[src/rtl/ibex_fp_pkg.sv]
// Shared encodings, types and op-class helpers for the RV32F decoder and its scoreboard.
package ibex_fp_pkg;

  localparam logic [6:0] OPC_OP_FP = 7'h53;
  localparam logic [6:0] OPC_MADD  = 7'h43;
  localparam logic [6:0] OPC_MSUB  = 7'h47;
  localparam logic [6:0] OPC_NMSUB = 7'h4B;
  localparam logic [6:0] OPC_NMADD = 7'h4F;

  localparam logic [6:0] F7_ADD    = 7'h00;
  localparam logic [6:0] F7_SUB    = 7'h04;
  localparam logic [6:0] F7_MUL    = 7'h08;
  localparam logic [6:0] F7_DIV    = 7'h0C;
  localparam logic [6:0] F7_SQRT   = 7'h2C;
  localparam logic [6:0] F7_SGNJ   = 7'h10;
  localparam logic [6:0] F7_MINMAX = 7'h14;
  localparam logic [6:0] F7_CMP    = 7'h50;
  localparam logic [6:0] F7_F2I    = 7'h60;
  localparam logic [6:0] F7_I2F    = 7'h68;
  localparam logic [6:0] F7_MV_X_W = 7'h70;
  localparam logic [6:0] F7_MV_W_X = 7'h78;

  typedef enum logic [2:0] {
    RNE = 3'd0,
    RTZ = 3'd1,
    RDN = 3'd2,
    RUP = 3'd3,
    RMM = 3'd4,
    DYN = 3'd7
  } fp_rm_e;

  typedef enum logic [5:0] {
    FPU_NOP,
    FPU_ADD,
    FPU_SUB,
    FPU_MUL,
    FPU_DIV,
    FPU_SQRT,
    FPU_SGNJ,
    FPU_SGNJ_N,
    FPU_SGNJ_X,
    FPU_MIN,
    FPU_MAX,
    FPU_CMP_EQ,
    FPU_CMP_LT,
    FPU_CMP_LE,
    FPU_FLOAT2INT,
    FPU_FLOAT2INT_U,
    FPU_INT2FLOAT,
    FPU_INT2FLOAT_U,
    FPU_MOVE_FLOAT2INT,
    FPU_FCLASS,
    FPU_MOVE_INT2FLOAT,
    FPU_MADD,
    FPU_MSUB,
    FPU_NMSUB,
    FPU_NMADD
  } fpu_op_e;

  typedef struct packed {
    fpu_op_e    op;
    logic [2:0] rm;
    logic [4:0] rs1;
    logic [4:0] rs2;
    logic [4:0] rs3;
    logic [4:0] rd;
    logic       rs1_is_fp;
    logic       rd_is_fp;
    logic       illegal;
  } fp_cmd_t;

  function automatic logic op_uses_rm(fpu_op_e op);
    case (op)
      FPU_ADD, FPU_SUB, FPU_MUL, FPU_DIV, FPU_SQRT,
      FPU_FLOAT2INT, FPU_FLOAT2INT_U, FPU_INT2FLOAT, FPU_INT2FLOAT_U,
      FPU_MADD, FPU_MSUB, FPU_NMSUB, FPU_NMADD: return 1'b1;
      default: return 1'b0;
    endcase
  endfunction

  function automatic logic op_uses_rs2(fpu_op_e op);
    case (op)
      FPU_ADD, FPU_SUB, FPU_MUL, FPU_DIV,
      FPU_SGNJ, FPU_SGNJ_N, FPU_SGNJ_X, FPU_MIN, FPU_MAX,
      FPU_CMP_EQ, FPU_CMP_LT, FPU_CMP_LE,
      FPU_MADD, FPU_MSUB, FPU_NMSUB, FPU_NMADD: return 1'b1;
      default: return 1'b0;
    endcase
  endfunction

  function automatic logic op_rs1_is_fp(fpu_op_e op);
    case (op)
      FPU_INT2FLOAT, FPU_INT2FLOAT_U, FPU_MOVE_INT2FLOAT: return 1'b0;
      default: return 1'b1;
    endcase
  endfunction

  function automatic logic op_rd_is_fp(fpu_op_e op);
    case (op)
      FPU_FLOAT2INT, FPU_FLOAT2INT_U, FPU_MOVE_FLOAT2INT,
      FPU_CMP_EQ, FPU_CMP_LT, FPU_CMP_LE, FPU_FCLASS: return 1'b0;
      default: return 1'b1;
    endcase
  endfunction

  function automatic logic op_is_long(fpu_op_e op);
    return (op == FPU_DIV) || (op == FPU_SQRT);
  endfunction

  function automatic logic op_is_fma(fpu_op_e op);
    return (op == FPU_MADD) || (op == FPU_MSUB) || (op == FPU_NMSUB) || (op == FPU_NMADD);
  endfunction

endpackage

[src/rtl/ibex_fp_scoreboard.sv]
// Busy bitmap and outstanding counter for DIV/SQRT results; flags hazards for the
// command sitting in the decoder output register. NUM_FREGS must be 1..32.
module ibex_fp_scoreboard #(
  parameter int unsigned MAX_OUTSTANDING = 2,
  parameter int unsigned NUM_FREGS       = 32
) (
  input  logic       clk_i,
  input  logic       rst_i,
  input  logic       issue_i,
  input  logic [4:0] issue_rd_i,
  input  logic       done_i,
  input  logic [4:0] done_rd_i,
  input  logic       chk_en_i,
  input  logic       chk_long_i,
  input  logic [4:0] rs1_i,
  input  logic       rs1_en_i,
  input  logic [4:0] rs2_i,
  input  logic       rs2_en_i,
  input  logic [4:0] rs3_i,
  input  logic       rs3_en_i,
  input  logic [4:0] rd_i,
  input  logic       rd_en_i,
  output logic       hazard_o
);

  localparam int unsigned CntW = $clog2(MAX_OUTSTANDING + 1);

  logic [NUM_FREGS-1:0] r_busy;
  logic [NUM_FREGS-1:0] w_set;
  logic [NUM_FREGS-1:0] w_clr;
  logic [NUM_FREGS-1:0] w_busy_eff;
  logic [CntW-1:0]      r_cnt;
  logic [CntW-1:0]      w_cnt_eff;
  logic                 w_done_hit;

  function automatic logic bit_at(logic [NUM_FREGS-1:0] vec, logic [4:0] idx);
    logic hit;
    hit = 1'b0;
    for (int i = 0; i < NUM_FREGS; i++) begin
      if (idx == 5'(i)) hit = vec[i];
    end
    return hit;
  endfunction

  // A completion is visible in the same cycle, so a waiting command can issue at once.
  always_comb begin
    w_set = '0;
    w_clr = '0;
    for (int i = 0; i < NUM_FREGS; i++) begin
      if (issue_i && (issue_rd_i == 5'(i))) w_set[i] = 1'b1;
      if (done_i && (done_rd_i == 5'(i)))   w_clr[i] = 1'b1;
    end
    w_done_hit = |(w_clr & r_busy);
    w_busy_eff = r_busy & ~w_clr;
    w_cnt_eff  = r_cnt - CntW'(w_done_hit);
  end

  always_comb begin
    hazard_o = chk_en_i && (
        (rs1_en_i && bit_at(w_busy_eff, rs1_i)) ||
        (rs2_en_i && bit_at(w_busy_eff, rs2_i)) ||
        (rs3_en_i && bit_at(w_busy_eff, rs3_i)) ||
        (rd_en_i  && bit_at(w_busy_eff, rd_i))  ||
        (chk_long_i && (w_cnt_eff == CntW'(MAX_OUTSTANDING))));
  end

  always_ff @(posedge clk_i) begin
    if (rst_i) begin
      r_busy <= '0;
      r_cnt  <= '0;
    end else begin
      r_busy <= w_busy_eff | w_set;
      r_cnt  <= w_cnt_eff + CntW'(issue_i);
    end
  end

endmodule

[src/rtl/ibex_fp_decoder.sv]
// RV32F decoder with output register, one-entry skid buffer and DIV/SQRT scoreboard.
// Define IBEX_FP_DEC_FMA_EN to decode the fused multiply-add opcodes.
module ibex_fp_decoder
  import ibex_fp_pkg::*;
#(
  parameter int unsigned MAX_OUTSTANDING = 2,
  parameter int unsigned NUM_FREGS       = 32
) (
  input  logic        clk_i,
  input  logic        rst_i,
  input  logic        instr_valid_i,
  output logic        instr_ready_o,
  input  logic [31:0] instr_i,
  input  logic [2:0]  frm_i,
  output logic        out_valid_o,
  input  logic        out_ready_i,
  output logic [5:0]  fpu_op_o,
  output logic [2:0]  rnd_mode_o,
  output logic [4:0]  rs1_o,
  output logic [4:0]  rs2_o,
  output logic [4:0]  rs3_o,
  output logic [4:0]  rd_o,
  output logic        rs1_is_fp_o,
  output logic        rd_is_fp_o,
  output logic        illegal_o,
  input  logic        long_done_i,
  input  logic [4:0]  long_done_rd_i
);

  logic [6:0] w_opc;
  logic [6:0] w_f7;
  logic [2:0] w_f3;
  logic [4:0] w_rs2f;
  fpu_op_e    w_op;
  logic       w_rm_uses;
  logic       w_illegal;
  fp_cmd_t    w_dec;

  fp_cmd_t    r_out;
  fp_cmd_t    r_skid;
  logic       r_out_valid;
  logic       r_skid_valid;

  logic       w_accept;
  logic       w_out_free;
  logic       w_hazard;
  logic       w_issue_long;
  logic       w_rs3_chk;

  assign w_opc  = instr_i[6:0];
  assign w_f7   = instr_i[31:25];
  assign w_f3   = instr_i[14:12];
  assign w_rs2f = instr_i[24:20];

  always_comb begin
    w_op = FPU_NOP;
    if (w_opc == OPC_OP_FP) begin
      case (w_f7)
        F7_ADD:    w_op = FPU_ADD;
        F7_SUB:    w_op = FPU_SUB;
        F7_MUL:    w_op = FPU_MUL;
        F7_DIV:    w_op = FPU_DIV;
        F7_SQRT:   if (w_rs2f == 5'd0) w_op = FPU_SQRT;
        F7_SGNJ: begin
          case (w_f3)
            3'd0:    w_op = FPU_SGNJ;
            3'd1:    w_op = FPU_SGNJ_N;
            3'd2:    w_op = FPU_SGNJ_X;
            default: w_op = FPU_NOP;
          endcase
        end
        F7_MINMAX: begin
          case (w_f3)
            3'd0:    w_op = FPU_MIN;
            3'd1:    w_op = FPU_MAX;
            default: w_op = FPU_NOP;
          endcase
        end
        F7_CMP: begin
          case (w_f3)
            3'd2:    w_op = FPU_CMP_EQ;
            3'd1:    w_op = FPU_CMP_LT;
            3'd0:    w_op = FPU_CMP_LE;
            default: w_op = FPU_NOP;
          endcase
        end
        F7_F2I: begin
          case (w_rs2f)
            5'd0:    w_op = FPU_FLOAT2INT;
            5'd1:    w_op = FPU_FLOAT2INT_U;
            default: w_op = FPU_NOP;
          endcase
        end
        F7_I2F: begin
          case (w_rs2f)
            5'd0:    w_op = FPU_INT2FLOAT;
            5'd1:    w_op = FPU_INT2FLOAT_U;
            default: w_op = FPU_NOP;
          endcase
        end
        F7_MV_X_W: begin
          if (w_rs2f == 5'd0 && w_f3 == 3'd0)      w_op = FPU_MOVE_FLOAT2INT;
          else if (w_rs2f == 5'd0 && w_f3 == 3'd1) w_op = FPU_FCLASS;
        end
        F7_MV_W_X: if (w_rs2f == 5'd0 && w_f3 == 3'd0) w_op = FPU_MOVE_INT2FLOAT;
        default:   w_op = FPU_NOP;
      endcase
    end
`ifdef IBEX_FP_DEC_FMA_EN
    else if (instr_i[26:25] == 2'b00) begin
      case (w_opc)
        OPC_MADD:  w_op = FPU_MADD;
        OPC_MSUB:  w_op = FPU_MSUB;
        OPC_NMSUB: w_op = FPU_NMSUB;
        OPC_NMADD: w_op = FPU_NMADD;
        default:   w_op = FPU_NOP;
      endcase
    end
`endif
  end

  // Reserved static modes and a reserved dynamic frm both make an rm-using op illegal.
  always_comb begin
    w_rm_uses = op_uses_rm(w_op);
    w_illegal = (w_op == FPU_NOP) ||
                (w_rm_uses && ((w_f3 == 3'd5) || (w_f3 == 3'd6) ||
                               ((w_f3 == DYN) && (frm_i > RMM))));
    w_dec         = '0;
    w_dec.rm      = w_f3;
    w_dec.rs1     = instr_i[19:15];
    w_dec.rs2     = w_rs2f;
    w_dec.rd      = instr_i[11:7];
    w_dec.illegal = w_illegal;
    if (!w_illegal) begin
      w_dec.op        = w_op;
      w_dec.rs1_is_fp = op_rs1_is_fp(w_op);
      w_dec.rd_is_fp  = op_rd_is_fp(w_op);
      if (w_rm_uses && (w_f3 == DYN)) w_dec.rm = frm_i;
      if (op_is_fma(w_op)) w_dec.rs3 = instr_i[31:27];
    end
  end

  assign instr_ready_o = !r_skid_valid;
  assign w_accept      = instr_valid_i && instr_ready_o;
  assign out_valid_o   = r_out_valid && !w_hazard;
  assign w_out_free    = !r_out_valid || (out_valid_o && out_ready_i);
  assign w_issue_long  = out_valid_o && out_ready_i && op_is_long(r_out.op);

  always_ff @(posedge clk_i) begin
    if (rst_i) begin
      r_out        <= '0;
      r_skid       <= '0;
      r_out_valid  <= 1'b0;
      r_skid_valid <= 1'b0;
    end else if (w_out_free) begin
      if (r_skid_valid) begin
        r_out        <= r_skid;
        r_out_valid  <= 1'b1;
        r_skid_valid <= 1'b0;
      end else if (w_accept) begin
        r_out       <= w_dec;
        r_out_valid <= 1'b1;
      end else begin
        r_out_valid <= 1'b0;
      end
    end else if (w_accept) begin
      r_skid       <= w_dec;
      r_skid_valid <= 1'b1;
    end
  end

`ifdef IBEX_FP_DEC_FMA_EN
  assign w_rs3_chk = op_is_fma(r_out.op);
`else
  assign w_rs3_chk = 1'b0;
`endif

  ibex_fp_scoreboard #(
    .MAX_OUTSTANDING (MAX_OUTSTANDING),
    .NUM_FREGS       (NUM_FREGS)
  ) u_scoreboard (
    .clk_i      (clk_i),
    .rst_i      (rst_i),
    .issue_i    (w_issue_long),
    .issue_rd_i (r_out.rd),
    .done_i     (long_done_i),
    .done_rd_i  (long_done_rd_i),
    .chk_en_i   (!r_out.illegal),
    .chk_long_i (op_is_long(r_out.op)),
    .rs1_i      (r_out.rs1),
    .rs1_en_i   (r_out.rs1_is_fp),
    .rs2_i      (r_out.rs2),
    .rs2_en_i   (op_uses_rs2(r_out.op)),
    .rs3_i      (r_out.rs3),
    .rs3_en_i   (w_rs3_chk),
    .rd_i       (r_out.rd),
    .rd_en_i    (r_out.rd_is_fp),
    .hazard_o   (w_hazard)
  );

  assign fpu_op_o    = r_out.op;
  assign rnd_mode_o  = r_out.rm;
  assign rs1_o       = r_out.rs1;
  assign rs2_o       = r_out.rs2;
  assign rs3_o       = r_out.rs3;
  assign rd_o        = r_out.rd;
  assign rs1_is_fp_o = r_out.rs1_is_fp;
  assign rd_is_fp_o  = r_out.rd_is_fp;
  assign illegal_o   = r_out.illegal;

endmodule

[config.mk]
export PLATFORM = sky130hd
export DESIGN_NAME = ibex_fp_decoder
export DESIGN_NICKNAME = d
export VERILOG_FILES = /design/src/rtl/ibex_fp_pkg.sv /design/src/rtl/ibex_fp_scoreboard.sv /design/src/rtl/ibex_fp_decoder.sv
export SDC_FILE = /design/constraint.sdc
export NUM_CORES = 1
export LEC_CHECK = 0
export CAP_MARGIN = 20
export CORE_MARGIN = 4
export CORE_UTILIZATION = 48
export CTS_BUF_LIST = sky130_fd_sc_hd__clkbuf_2 sky130_fd_sc_hd__clkbuf_4 sky130_fd_sc_hd__clkbuf_8
export CTS_CLUSTER_SIZE = 8
export DETAILED_ROUTE_END_ITERATION = 8
export GPL_ROUTABILITY_DRIVEN = 1
export PLACE_DENSITY_LB_ADDON = 0.12
export SYNTH_ARGS = -nofsm -noshare
export SYNTH_HDL_FRONTEND = slang
export SYNTH_SLANG_ARGS = --single-unit
[constraint.sdc]
create_clock -name clk_i -period 5.12 [get_ports clk_i]
set_clock_uncertainty 0.1 [all_clocks]
set_input_delay 1.024 -clock clk_i [delete_from_list [all_inputs] [get_ports clk_i]]
set_output_delay 1.024 -clock clk_i [all_outputs]
set_load 0.1 [all_outputs]
==> run summary <==
IO Count = 79
Setup crit end kind = output port
met2 Usage GRT = 0.550
top_reg_cell synth = dfxtp_1
most frequent cells in the layout = nor2_1, dfxtp_1, buf_4, a21oi_1, clkdlybuf4s50_1
Reg2Reg Depth = 13
Routed WL = 26.5 mm
crit path max fanout = 5
Worst EP arrival = 3.84 ns
share of cells above drive strength 1 = 0.166
met1 usage = 0.393
chip height = 127 µm
Setup crit start kind = primary input
count of pins over their slew limit = 0
Most common cell on crit path = nor2b_4
Routed Antenna Nets = 0
vias in the first global route = 7518
Root Buffer = clkbuf_8
Register Area = 1980 µm²
CTS tree = yes
Worst Hold Launch = r_skid[26]$_SDFFE_PP0P_
leakage power = 0.00322 µW
Pwr Density = 219 nW/µm²
mapped cell area = 6840 µm²
Hold Crit Endpoint = r_skid[26]$_SDFFE_PP0P_
GRT busiest layer = met2
CTS Buf Count = 9
Seq/Total Area, Yosys = 0.290
Crit Reg-Reg Startpoint = rd_o[3]$_SDFFE_PP0N_
diodes inserted = 0
Clock Latency Late Sink = 0.40 ns
Max VDD drop = 0.000250 V
Core Area = 13900 µm²
Initial DRC Count = 819
Yosys top cell by area = dfxtp_1
Max-slew headroom = 0.319
GRT Total Usage = 0.324
Final #Nets = 1065
row count = 43
reg-to-reg endpoint = r_skid[1]$_SDFFE_PP0P_
Slew @ Worst Pin = 1.02 ns
Post-Layout Cell Count = 1203
Starting Density = 0.491
most common cell after layout, fill and taps aside = nor2_1
Post-Place Cells = 1182
RSZ-0062 raised after global routing = true
status = finished, final reports clean
cell breakdown of the critical path = buf_6 > bufbuf_16 > nor2b_4 > a21oi_2 > o22ai_2 > nor3_2 > o2111ai_4 > ha_4 > xor2_2 > nand3_2 > o311ai_4 > nor4_4 > nand4_1 > o211ai_2 > a41oi_2 > nor2b_4 > buf_12
CP max stage delay = 0.26 ns
Critical Path RT = 4.00 ns
hold_buf cts = 0
clock-pin transition on the worst setup and hold timing paths = 0.11 ns
DP Worst Slack = -0.442 ns
CTS H-tree lvls = 3
DR vias/cell = 6.47
synth top area cells = dfxtp_1, mux2i_1, nor2_1, a21oi_1, nand2_1
slowest cell on the critical path = bufbuf_16
worst hold slack = 0.360 ns
Hold Path Stages = 2
clk buf depth = 2
gr ovfl total = 0
# setup viols final = 0
initial antenna violation count = 0
EDFF count, synth = 0
final hold violation count = 0
Synth Instances = 901
HP Class = reg2reg
Worst Path Buf+Inv = 3
synth warn = 0
R2R Setup Slk = 1.08 ns
mean routed wirelength per cell = 22.1 µm
Detail Placement HPWL = 19.8 mm
Placer Congestion = 1.03
count of cell types in the netlist = 86
Avg Inst Size Synth = 7.59 µm²
first-pass GRT wire length = 41.6 mm
syn nets = 948
clock sink count = 99
crit-path leading delay family = simple AND/OR/NAND/NOR gates
multi-input logic area = 4590 µm²
Period minus WS final = 4.97 ns
port bufs = 77
Layout area overhead = 27.9%
routing usage on met3 = 0.0564
# fillers = 1237
Fmax = 201 MHz
Max-Cap Viols = 0
largest net degree at the start of global routing = 57
final worst-path cycle share = 0.970
Async S/R FF share, synth = 0
die width = 127 µm
Yosys reg bits = 99
via count of the routed design = 7782
CP Class = in2out
area of the die = 16200 µm²
DR DRC count = 0
Yosys top cell area share = 0.290
min setup slack post-route = 0.154 ns
First-pass DRT Iterations = 5
==> cell families after synthesis <==
group,synth area share
simple gates,0.268
compound gates,0.295
flops,0.290
buf+inv,0.0622
mux,0.0726
xor+xnor,0.00768
fa+ha+maj,0.00366
other cells,0.000548
==> worst max-delay path by stage <==
stage	startpoint	to	slack [ns]	depth (start not counted)
6_report	long_done_rd_i[0]	out_valid_o	0.15	17
5_1_grt	long_done_i	out_valid_o	-0.01	18
4_1_cts	long_done_rd_i[3]	out_valid_o	-0.07	17
3_5_place_dp	long_done_rd_i[2]	out_valid_o	-0.44	16
3_3_place_gp	long_done_rd_i[2]	out_valid_o	-0.32	16
2_1_floorplan	long_done_rd_i[3]	out_valid_o	0.005	15
==> stage by stage <==
stage	instance area [µm²]	setup TNS (ns)	util	total power (µW)
3_5_place_dp	8350	-6.65	0.600	1410
3_3_place_gp	8350	-0.580	0.600	1400
2_1_floorplan	6900	0	-	1220
6_report	8750	0	0.628	1910
5_1_grt	8750	-0.0146	0.628	1990
4_1_cts	8660	-0.0697	0.621	1910
==> metal layers <==
| metal | up-vias | share of wire | wire, µm |
|---|---|---|---|
| li1 | 3592 | - | - |
| met1 | 3694 | 0.38 | 10200 |
| met2 | 400 | 0.48 | 12800 |
| met3 | 96 | 0.080 | 2140 |
| met4 | 0 | 0.053 | 1410 |
| met5 | - | 0 | 0 |
==> power by group <==
group	leakage (µW)	internal [µW]	total [µW]	switching, µW
sequential	0.000804	792	857	64.6
clock	0.000100	190	505	315
combinational	0.00232	201	552	351
==> area by class of cell <==
class	instances	area share
well taps	180	0.0257
inverters	26	0.0114
clock buffers	9	0.0142
flip-flops and latches	99	0.227
repair buffers	179	0.189
clock inverters	7	0.00801
multi-input cells	703	0.525
==> cell usage after synthesis, types with 7 or more instances <==
| cell type | number |
|---|---|
| nand4_1 | 14 |
| nor3_1 | 22 |
| a31oi_1 | 10 |
| or3_1 | 9 |
| dfxtp_1 | 99 |
| o21a_1 | 17 |
| a22oi_1 | 7 |
| mux2i_1 | 44 |
| o22ai_1 | 10 |
| o2111ai_1 | 9 |
| o21ai_1 | 24 |
| buf_2 | 22 |
| nor2_1 | 101 |
| o211ai_1 | 24 |
| and3_1 | 14 |
| a21oi_1 | 72 |
| o21ai_0 | 39 |
| a211oi_1 | 27 |
| nor2b_1 | 25 |
| clkbuf_1 | 43 |
| nand2_1 | 56 |
| nand3_1 | 33 |
| nor3b_1 | 7 |
| and2_1 | 7 |
| inv_1 | 22 |
| nand2b_1 | 14 |
==> worst min-delay path, delay by kind of cell, from the launching register on <==
kind	cells	cell delay, ns
compound gates	1	0.05
flops	1	0.32
simple gates	1	0.05
==> sequential cells by signal, summed over array words and instances (netlist names) <==
| register | cells |
|---|---|
| r_skid_valid | 1 |
| r_skid | 31 |
| rd_o | 5 |
| rd_is_fp_o | 1 |
| fpu_op_o | 5 |
| r_out_valid | 1 |
| u_scoreboard.rs2_en_i | 1 |
| rs2_o | 5 |
| rnd_mode_o | 3 |
| rs1_is_fp_o | 1 |
| rs1_o | 5 |
| illegal_o | 1 |
| u_scoreboard.r_busy | 32 |
| u_scoreboard.r_cnt | 2 |
| rs3_o | 5 |
==> timing repair <==
action / in CTS / in global routing
setup buffers: 4 / 0
gates resized for setup: 31 / 26
pin swaps: 10 / 15
cloned: 1 / 1
endpoints found under the setup margin: 1 / 1
Power figures use the tool's default switching activity.
